==> src/rtl/mod_exp_ctrl_if.sv <==
// Command and multiplier bus of the modular-exponentiation sequencer.
// The sequencer takes the slave modport; the command layer / multiplier side takes master.
interface mod_exp_ctrl_if #(
    parameter int unsigned NBITS = 128,
    parameter int unsigned EBITS = 128,
    parameter int unsigned PBITS = 2
);
    // Command side
    logic                   start;
    logic [NBITS-1:0]       base;
    logic [EBITS-1:0]       exp;
    logic [NBITS-1:0]       m;
    logic                   busy;
    logic                   done;
    logic                   err;
    logic [NBITS-1:0]       result;

    // Multiplier side
    logic                   mm_enable_p;
    logic [NBITS-1:0]       mm_a;
    logic [NBITS-1:0]       mm_b;
    logic [NBITS-1:0]       mm_m;
    logic [NBITS+PBITS-1:0] mm_mx3;
    logic [NBITS-1:0]       mm_y;
    logic                   mm_done_p;

    modport slave (
        input  start, base, exp, m, mm_y, mm_done_p,
        output busy, done, err, result, mm_enable_p, mm_a, mm_b, mm_m, mm_mx3
    );

    modport master (
        output start, base, exp, m, mm_y, mm_done_p,
        input  busy, done, err, result, mm_enable_p, mm_a, mm_b, mm_m, mm_mx3
    );
endinterface

==> src/rtl/mod_exp_ctrl.sv <==
// Left-to-right binary square-and-multiply sequencer for base^exp mod m.
// Drives one external modular multiplier, one multiply in flight at a time.
module mod_exp_ctrl #(
    parameter int unsigned NBITS = 128,
    parameter int unsigned EBITS = 128,
    parameter int unsigned PBITS = 2
) (
    input  logic           clk,
    input  logic           rst_n,
    mod_exp_ctrl_if.slave  bus
);

    localparam int unsigned CW = $clog2(EBITS + 1);
    localparam int unsigned MW = NBITS + PBITS;

    typedef enum logic [2:0] {
        StIdle,
        StCheck,
        StScan,
        StSqIssue,
        StSqWait,
        StMuIssue,
        StMuWait,
        StDone
    } state_e;

    state_e           state_q, state_d;
    logic [NBITS-1:0] base_q, base_d;
    logic [EBITS-1:0] exp_q, exp_d;
    logic [NBITS-1:0] m_q, m_d;
    logic [MW-1:0]    mx3_q, mx3_d;
    logic [CW-1:0]    cnt_q, cnt_d;
    logic [NBITS-1:0] r_q, r_d;
    logic [NBITS-1:0] res_q, res_d;
    logic             err_q, err_d;

    logic             ebit;
    logic [EBITS-1:0] exp_sh;
    logic [CW-1:0]    cnt_dec;

    // Exponent bit under scan is always the MSB; consuming it shifts and counts down.
    assign ebit    = exp_q[EBITS-1];
    assign exp_sh  = exp_q << 1;
    assign cnt_dec = cnt_q - CW'(1);

    // Next-state logic and datapath updates.
    always_comb begin
        state_d = state_q;
        base_d  = base_q;
        exp_d   = exp_q;
        m_d     = m_q;
        mx3_d   = mx3_q;
        cnt_d   = cnt_q;
        r_d     = r_q;
        res_d   = res_q;
        err_d   = err_q;

        unique case (state_q)
            StIdle: begin
                if (bus.start) begin
                    base_d  = bus.base;
                    exp_d   = bus.exp;
                    m_d     = bus.m;
                    // Widened before the add so 3*m is exact.
                    mx3_d   = MW'(bus.m) + (MW'(bus.m) << 1);
                    cnt_d   = CW'(EBITS);
                    err_d   = 1'b0;
                    state_d = StCheck;
                end
            end
            StCheck: begin
                if (m_q == '0 || base_q >= m_q) begin
                    err_d   = 1'b1;
                    res_d   = '0;
                    state_d = StDone;
                end else if (exp_q == '0) begin
                    res_d   = (m_q == NBITS'(1)) ? '0 : NBITS'(1);
                    state_d = StDone;
                end else begin
                    state_d = StScan;
                end
            end
            StScan: begin
                // Skip leading zeros; the first set bit seeds R with the base.
                exp_d = exp_sh;
                cnt_d = cnt_dec;
                if (ebit) begin
                    r_d = base_q;
                    if (cnt_dec == '0) begin
                        res_d   = base_q;
                        state_d = StDone;
                    end else begin
                        state_d = StSqIssue;
                    end
                end
            end
            StSqIssue: state_d = StSqWait;
            StSqWait: begin
                if (bus.mm_done_p) begin
                    r_d   = bus.mm_y;
                    exp_d = exp_sh;
                    cnt_d = cnt_dec;
                    if (ebit) begin
                        state_d = StMuIssue;
                    end else if (cnt_dec != '0) begin
                        state_d = StSqIssue;
                    end else begin
                        res_d   = bus.mm_y;
                        state_d = StDone;
                    end
                end
            end
            StMuIssue: state_d = StMuWait;
            StMuWait: begin
                if (bus.mm_done_p) begin
                    r_d = bus.mm_y;
                    if (cnt_q != '0) begin
                        state_d = StSqIssue;
                    end else begin
                        res_d   = bus.mm_y;
                        state_d = StDone;
                    end
                end
            end
            StDone:  state_d = StIdle;
            default: state_d = StIdle;
        endcase
    end

    // State and datapath registers.
    always_ff @(posedge clk or negedge rst_n) begin
        if (!rst_n) begin
            state_q <= StIdle;
            base_q  <= '0;
            exp_q   <= '0;
            m_q     <= '0;
            mx3_q   <= '0;
            cnt_q   <= '0;
            r_q     <= '0;
            res_q   <= '0;
            err_q   <= 1'b0;
        end else begin
            state_q <= state_d;
            base_q  <= base_d;
            exp_q   <= exp_d;
            m_q     <= m_d;
            mx3_q   <= mx3_d;
            cnt_q   <= cnt_d;
            r_q     <= r_d;
            res_q   <= res_d;
            err_q   <= err_d;
        end
    end

    // Outputs decoded from state; operands come straight from registers that
    // cannot change while a multiply is outstanding.
    always_comb begin
        bus.busy        = (state_q != StIdle);
        bus.done        = (state_q == StDone);
        bus.err         = err_q;
        bus.result      = res_q;
        bus.mm_enable_p = (state_q == StSqIssue) || (state_q == StMuIssue);
        bus.mm_a        = r_q;
        bus.mm_b        = ((state_q == StMuIssue) || (state_q == StMuWait)) ? base_q : r_q;
        bus.mm_m        = m_q;
        bus.mm_mx3      = mx3_q;
    end

endmodule
==> src/flat_wrapper.sv <==
// flat-port wrapper written by rule: the top's interface ports become plain ports
module mod_exp_ctrl_flat 
#(
    parameter int unsigned NBITS = 128,
    parameter int unsigned EBITS = 128,
    parameter int unsigned PBITS = 2
)
  (clk, rst_n, bus_start, bus_base, bus_exp, bus_m, bus_mm_y, bus_mm_done_p, bus_busy, bus_done, bus_err, bus_result, bus_mm_enable_p, bus_mm_a, bus_mm_b, bus_mm_m, bus_mm_mx3);
  mod_exp_ctrl_if #(.NBITS(NBITS), .EBITS(EBITS), .PBITS(PBITS)) bus_i ();
  input  logic clk;
  input  logic rst_n;
  input wire logic [$bits(bus_i.start)-1:0] bus_start;
  input wire logic [$bits(bus_i.base)-1:0] bus_base;
  input wire logic [$bits(bus_i.exp)-1:0] bus_exp;
  input wire logic [$bits(bus_i.m)-1:0] bus_m;
  input wire logic [$bits(bus_i.mm_y)-1:0] bus_mm_y;
  input wire logic [$bits(bus_i.mm_done_p)-1:0] bus_mm_done_p;
  output wire logic [$bits(bus_i.busy)-1:0] bus_busy;
  output wire logic [$bits(bus_i.done)-1:0] bus_done;
  output wire logic [$bits(bus_i.err)-1:0] bus_err;
  output wire logic [$bits(bus_i.result)-1:0] bus_result;
  output wire logic [$bits(bus_i.mm_enable_p)-1:0] bus_mm_enable_p;
  output wire logic [$bits(bus_i.mm_a)-1:0] bus_mm_a;
  output wire logic [$bits(bus_i.mm_b)-1:0] bus_mm_b;
  output wire logic [$bits(bus_i.mm_m)-1:0] bus_mm_m;
  output wire logic [$bits(bus_i.mm_mx3)-1:0] bus_mm_mx3;
  assign bus_i.start = bus_start;
  assign bus_i.base = bus_base;
  assign bus_i.exp = bus_exp;
  assign bus_i.m = bus_m;
  assign bus_i.mm_y = bus_mm_y;
  assign bus_i.mm_done_p = bus_mm_done_p;
  assign bus_busy = bus_i.busy;
  assign bus_done = bus_i.done;
  assign bus_err = bus_i.err;
  assign bus_result = bus_i.result;
  assign bus_mm_enable_p = bus_i.mm_enable_p;
  assign bus_mm_a = bus_i.mm_a;
  assign bus_mm_b = bus_i.mm_b;
  assign bus_mm_m = bus_i.mm_m;
  assign bus_mm_mx3 = bus_i.mm_mx3;
  mod_exp_ctrl #(.NBITS(NBITS), .EBITS(EBITS), .PBITS(PBITS)) u_core (.clk(clk), .rst_n(rst_n), .bus(bus_i));
endmodule
==> config.mk <==
export PLATFORM = sky130hd
export DESIGN_NAME = mod_exp_ctrl_flat
export DESIGN_NICKNAME = d
export VERILOG_FILES = /design/src/rtl/mod_exp_ctrl_if.sv /design/src/rtl/mod_exp_ctrl.sv /design/src/flat_wrapper.sv
export SDC_FILE = /design/constraint.sdc
export NUM_CORES = 2
export LEC_CHECK = 0
export BUFFER_PORTS_ARGS = -buffer_cell sky130_fd_sc_hd__buf_2
export CORE_AREA = 2 2 452 454
export DETAILED_ROUTE_END_ITERATION = 6
export DIE_AREA = 0 0 454 456
export PLACE_DENSITY = 0.49
export SLEW_MARGIN = 20
export SYNTH_ARGS = -nofsm -noshare
export SYNTH_HDL_FRONTEND = slang
export SYNTH_SLANG_ARGS = --single-unit
==> constraint.sdc <==
create_clock -name clk -period 6.5 [get_ports clk]
set_input_delay 0.325 -clock clk [delete_from_list [all_inputs] [get_ports clk]]
set_output_delay 0.325 -clock clk [all_outputs]
set_load 0.02 [all_outputs]
==> flow_summary.ini <==
[synth]
ys_types = 80
synth_area_um2 = 45200
synth_area_leaders = dfrtp_1, nand2_1, ha_1
synth-seq-area-share = 0.432
avgSynthCellArea_um2 = 8.67
synth_common_cells = nand2_1, dfrtp_1, nor2_1
yosys.area.top_type = dfrtp_1
ys_async_sr_fraction = 1.00
syn_inst = 5219
yosys_warnings = 0
yosysMostFrequentCell = nand2_1
synth-seq-cells = 781
synth-compound-area-share = 0.153
synthFlopType = dfrtp_1
synthXorXnorAreaFrac = 0.0238
synth-simple-area-share = 0.185
synth-adder-area-share = 0.0721
synthMuxAreaShare = 0.0930
synth_edf_count = 0
synth_nets = 5995
synth_top_family_by_area = simple AND/OR/NAND/NOR gates
synth_top_area_frac = 0.432

[job]
cap_violations = 0

[global_route]
antenna_found_initial = 27
overflow = 0
grt_max_degree = 265
grt_pass1_wl_um = 318000
grt_pass1_vias = 44700
grtUsageTotal = 0.208

[detailed_routing]
wirelength_um = 224000
final_antenna_net_count = 0
drc_errors = 0
wl_per_cell_um = 23.5
dr.pass1.iters = 5
vias = 44700
via_per_inst = 4.70
drt_iter0_drc = 3377

[setup_path]
worstSetupEndpointType = register
cp-start-kind = register
worst-r2r-setup-slack_ns = 1.56
crit_type = reg -> reg
worstReg2RegStart = u_core.base_q[0]$_DFFE_PN0P_
rr_endpoint = u_core.bus.result[69]$_DFFE_PN0P_
cp_data_required_time_ns = 7.10
reg2reg_depth = 15
cp.arrival_ns = 5.54
path_max_fanout = 59

[cells_and_area]
final_util = 0.309
fin_nets = 7521
layout-drive-gt1-share = 0.244
fin_cells = 9515
syn_to_final_growth_pct = 37.9

[timing]
max_freq_mhz = 203
final.period_utilization = 0.759
relSlewSlack = 0.248
worst_slack_ns = 1.56
slew_viol_final = 0
finalClockSkew_ns = 0.0568
rsz0062_at_grt = false
min_period_ns = 4.94
setup-tns-final_ns = 0
hold_viol = 0
worstMarginPinSlew_ns = 1.13
setup_viol_count_final = 0

[pwr]
power_density_nw_per_um2 = 523
p_leak_nw = 30.1
irDropWorstVdd_mv = 0.546
finalPower_mw = 32.7

[clock_network]
holdBufCountCts = 512
cts_resized = 0
cts_root_buf = clkbuf_16
post_cts_buffers = 0
cts_buffer_depth = 3
clock_latency_ns = 0.77
clkTransAtPathRegs_ns = 0.06
cts_sinks = 781
cts_tree = built
h-tree-depth = 3
numCtsBuffers = 98

[hold_path]
min-delay-start = bus_start
min_path_type = in -> reg
holdPathEnd = u_core.state_q[0]$_DFFE_PN0P_
hold_depth = 4

[place]
pre_cts_ws_ns = 1.02
gp_congestion = 0.930
place_hpwl_um = 178000
port-buffer-count = 1161
placedCellCount = 8805

[floorplanning]
design.die.area_um2 = 207000
coreArea_um2 = 202000
initial_core_util = 0.224
die_y_um = 456
rows = 165
fp.dieW_um = 454
pin_count = 1162

[run_status]
status = finished, final reports clean
[critical path, stage by stage (launching register included)]
cell and delay (ns):
dfrtp_1 0.40, inv_1 0.12, ha_1 0.23, nand2b_1 0.14, a21o_1 0.18, a21oi_1 0.15, nor2b_1 0.09, o211ai_1 0.23
a31oi_1 0.27, nor3_1 0.55, o41ai_2 0.23, a21oi_1 0.59, o211ai_1 0.26, o21ai_4 0.35, buf_12 0.31, mux2_2 0.41
[metrics by stage]
step / hold slack [ns] / instance area (um^2)
finish: 0.0849 / 62400
CTS: 0.00283 / 62400
floorplan: 0.0294 / 45200
global route: 0.0995 / 62400
global placement: 0.417 / 53900
detailed placement: 0.405 / 53900
[power breakdown]
group          internal (mW)  total [mW]  switching, mW
clock                   3.26        5.73           2.47
combinational           6.10        17.3           11.2
sequential              7.24        9.60           2.36
[registers in the layout (all words and copies together), names as in the netlist]
| name | count |
|---|---|
| u_core.bus.mm_mx3 | 129 |
| u_core.base_q | 128 |
| u_core.bus.mm_a | 128 |
| u_core.bus.mm_m | 128 |
| u_core.bus.result | 128 |
| u_core.exp_q | 128 |
| u_core.cnt_q | 8 |
| u_core.state_q | 3 |
| u_core.bus.err | 1 |
[final cells by class]
cell class / count / area (um^2)
antenna: 15 / 37.5
clock buffer: 145 / 2880
clock inverter: 38 / 440
fill: 21400 / 139000
inverter: 183 / 687
multi-input combinational: 3956 / 24000
sequential: 781 / 19500
tap: 2672 / 3340
timing repair buffer: 1725 / 11500
[placed cells by master, fill, tap and decap left out, types with 53 or more instances in the layout]
master / n
nand2_1: 1306
buf_2: 1160
dfrtp_1: 781
dlygate4sd3_1: 512
nor2_1: 375
o21ai_0: 370
a21oi_1: 350
ha_1: 259
mux2_2: 258
inv_1: 183
a31oi_1: 147
mux2i_1: 130
a21o_1: 120
nand4_1: 103
clkbuf_16: 99
nor4_1: 74
xnor2_1: 70
xor2_1: 53
[layer usage]
metal  wire (um)  share of wire  vias up  global-route usage
li1            -              -    21200                   -
met1       87400           0.39    21600               0.242
met2      111000           0.49     1489               0.362
met3       12400          0.055      384              0.0396
met4       13200          0.059        6               0.105
met5          29        0.00013        -                   0
[how the worst max path moves through the flow]
stage | depth (start not counted) | endpoint | slack, ns | from
finish | 15 | u_core.bus.result[69]$_DFFE_PN0P_ | 1.56 | u_core.base_q[0]$_DFFE_PN0P_
global route | 13 | u_core.bus.result[69]$_DFFE_PN0P_ | 1.12 | u_core.bus.mm_m[30]$_DFFE_PN0P_
CTS | 13 | u_core.bus.result[69]$_DFFE_PN0P_ | 0.97 | u_core.bus.mm_m[2]$_DFFE_PN0P_
detailed placement | 13 | u_core.bus.result[74]$_DFFE_PN0P_ | 1.02 | u_core.bus.mm_m[2]$_DFFE_PN0P_
global placement | 13 | u_core.bus.result[67]$_DFFE_PN0P_ | 1.05 | u_core.bus.mm_m[2]$_DFFE_PN0P_
floorplan | 15 | u_core.bus.mm_mx3[121]$_DFFE_PN0P_ | 3.14 | bus_m[0]
[cells by family after synthesis]
logic type / count (synthesis)
buffers and inverters: 482
XOR/XNOR: 123
AO/OA/AOI/OAI: 1171
AND/OR/NAND/NOR: 2014
flip-flops: 781
multiplexers: 388
adder cells (fa/ha/maj): 260
(Power assumes the default switching activity.)
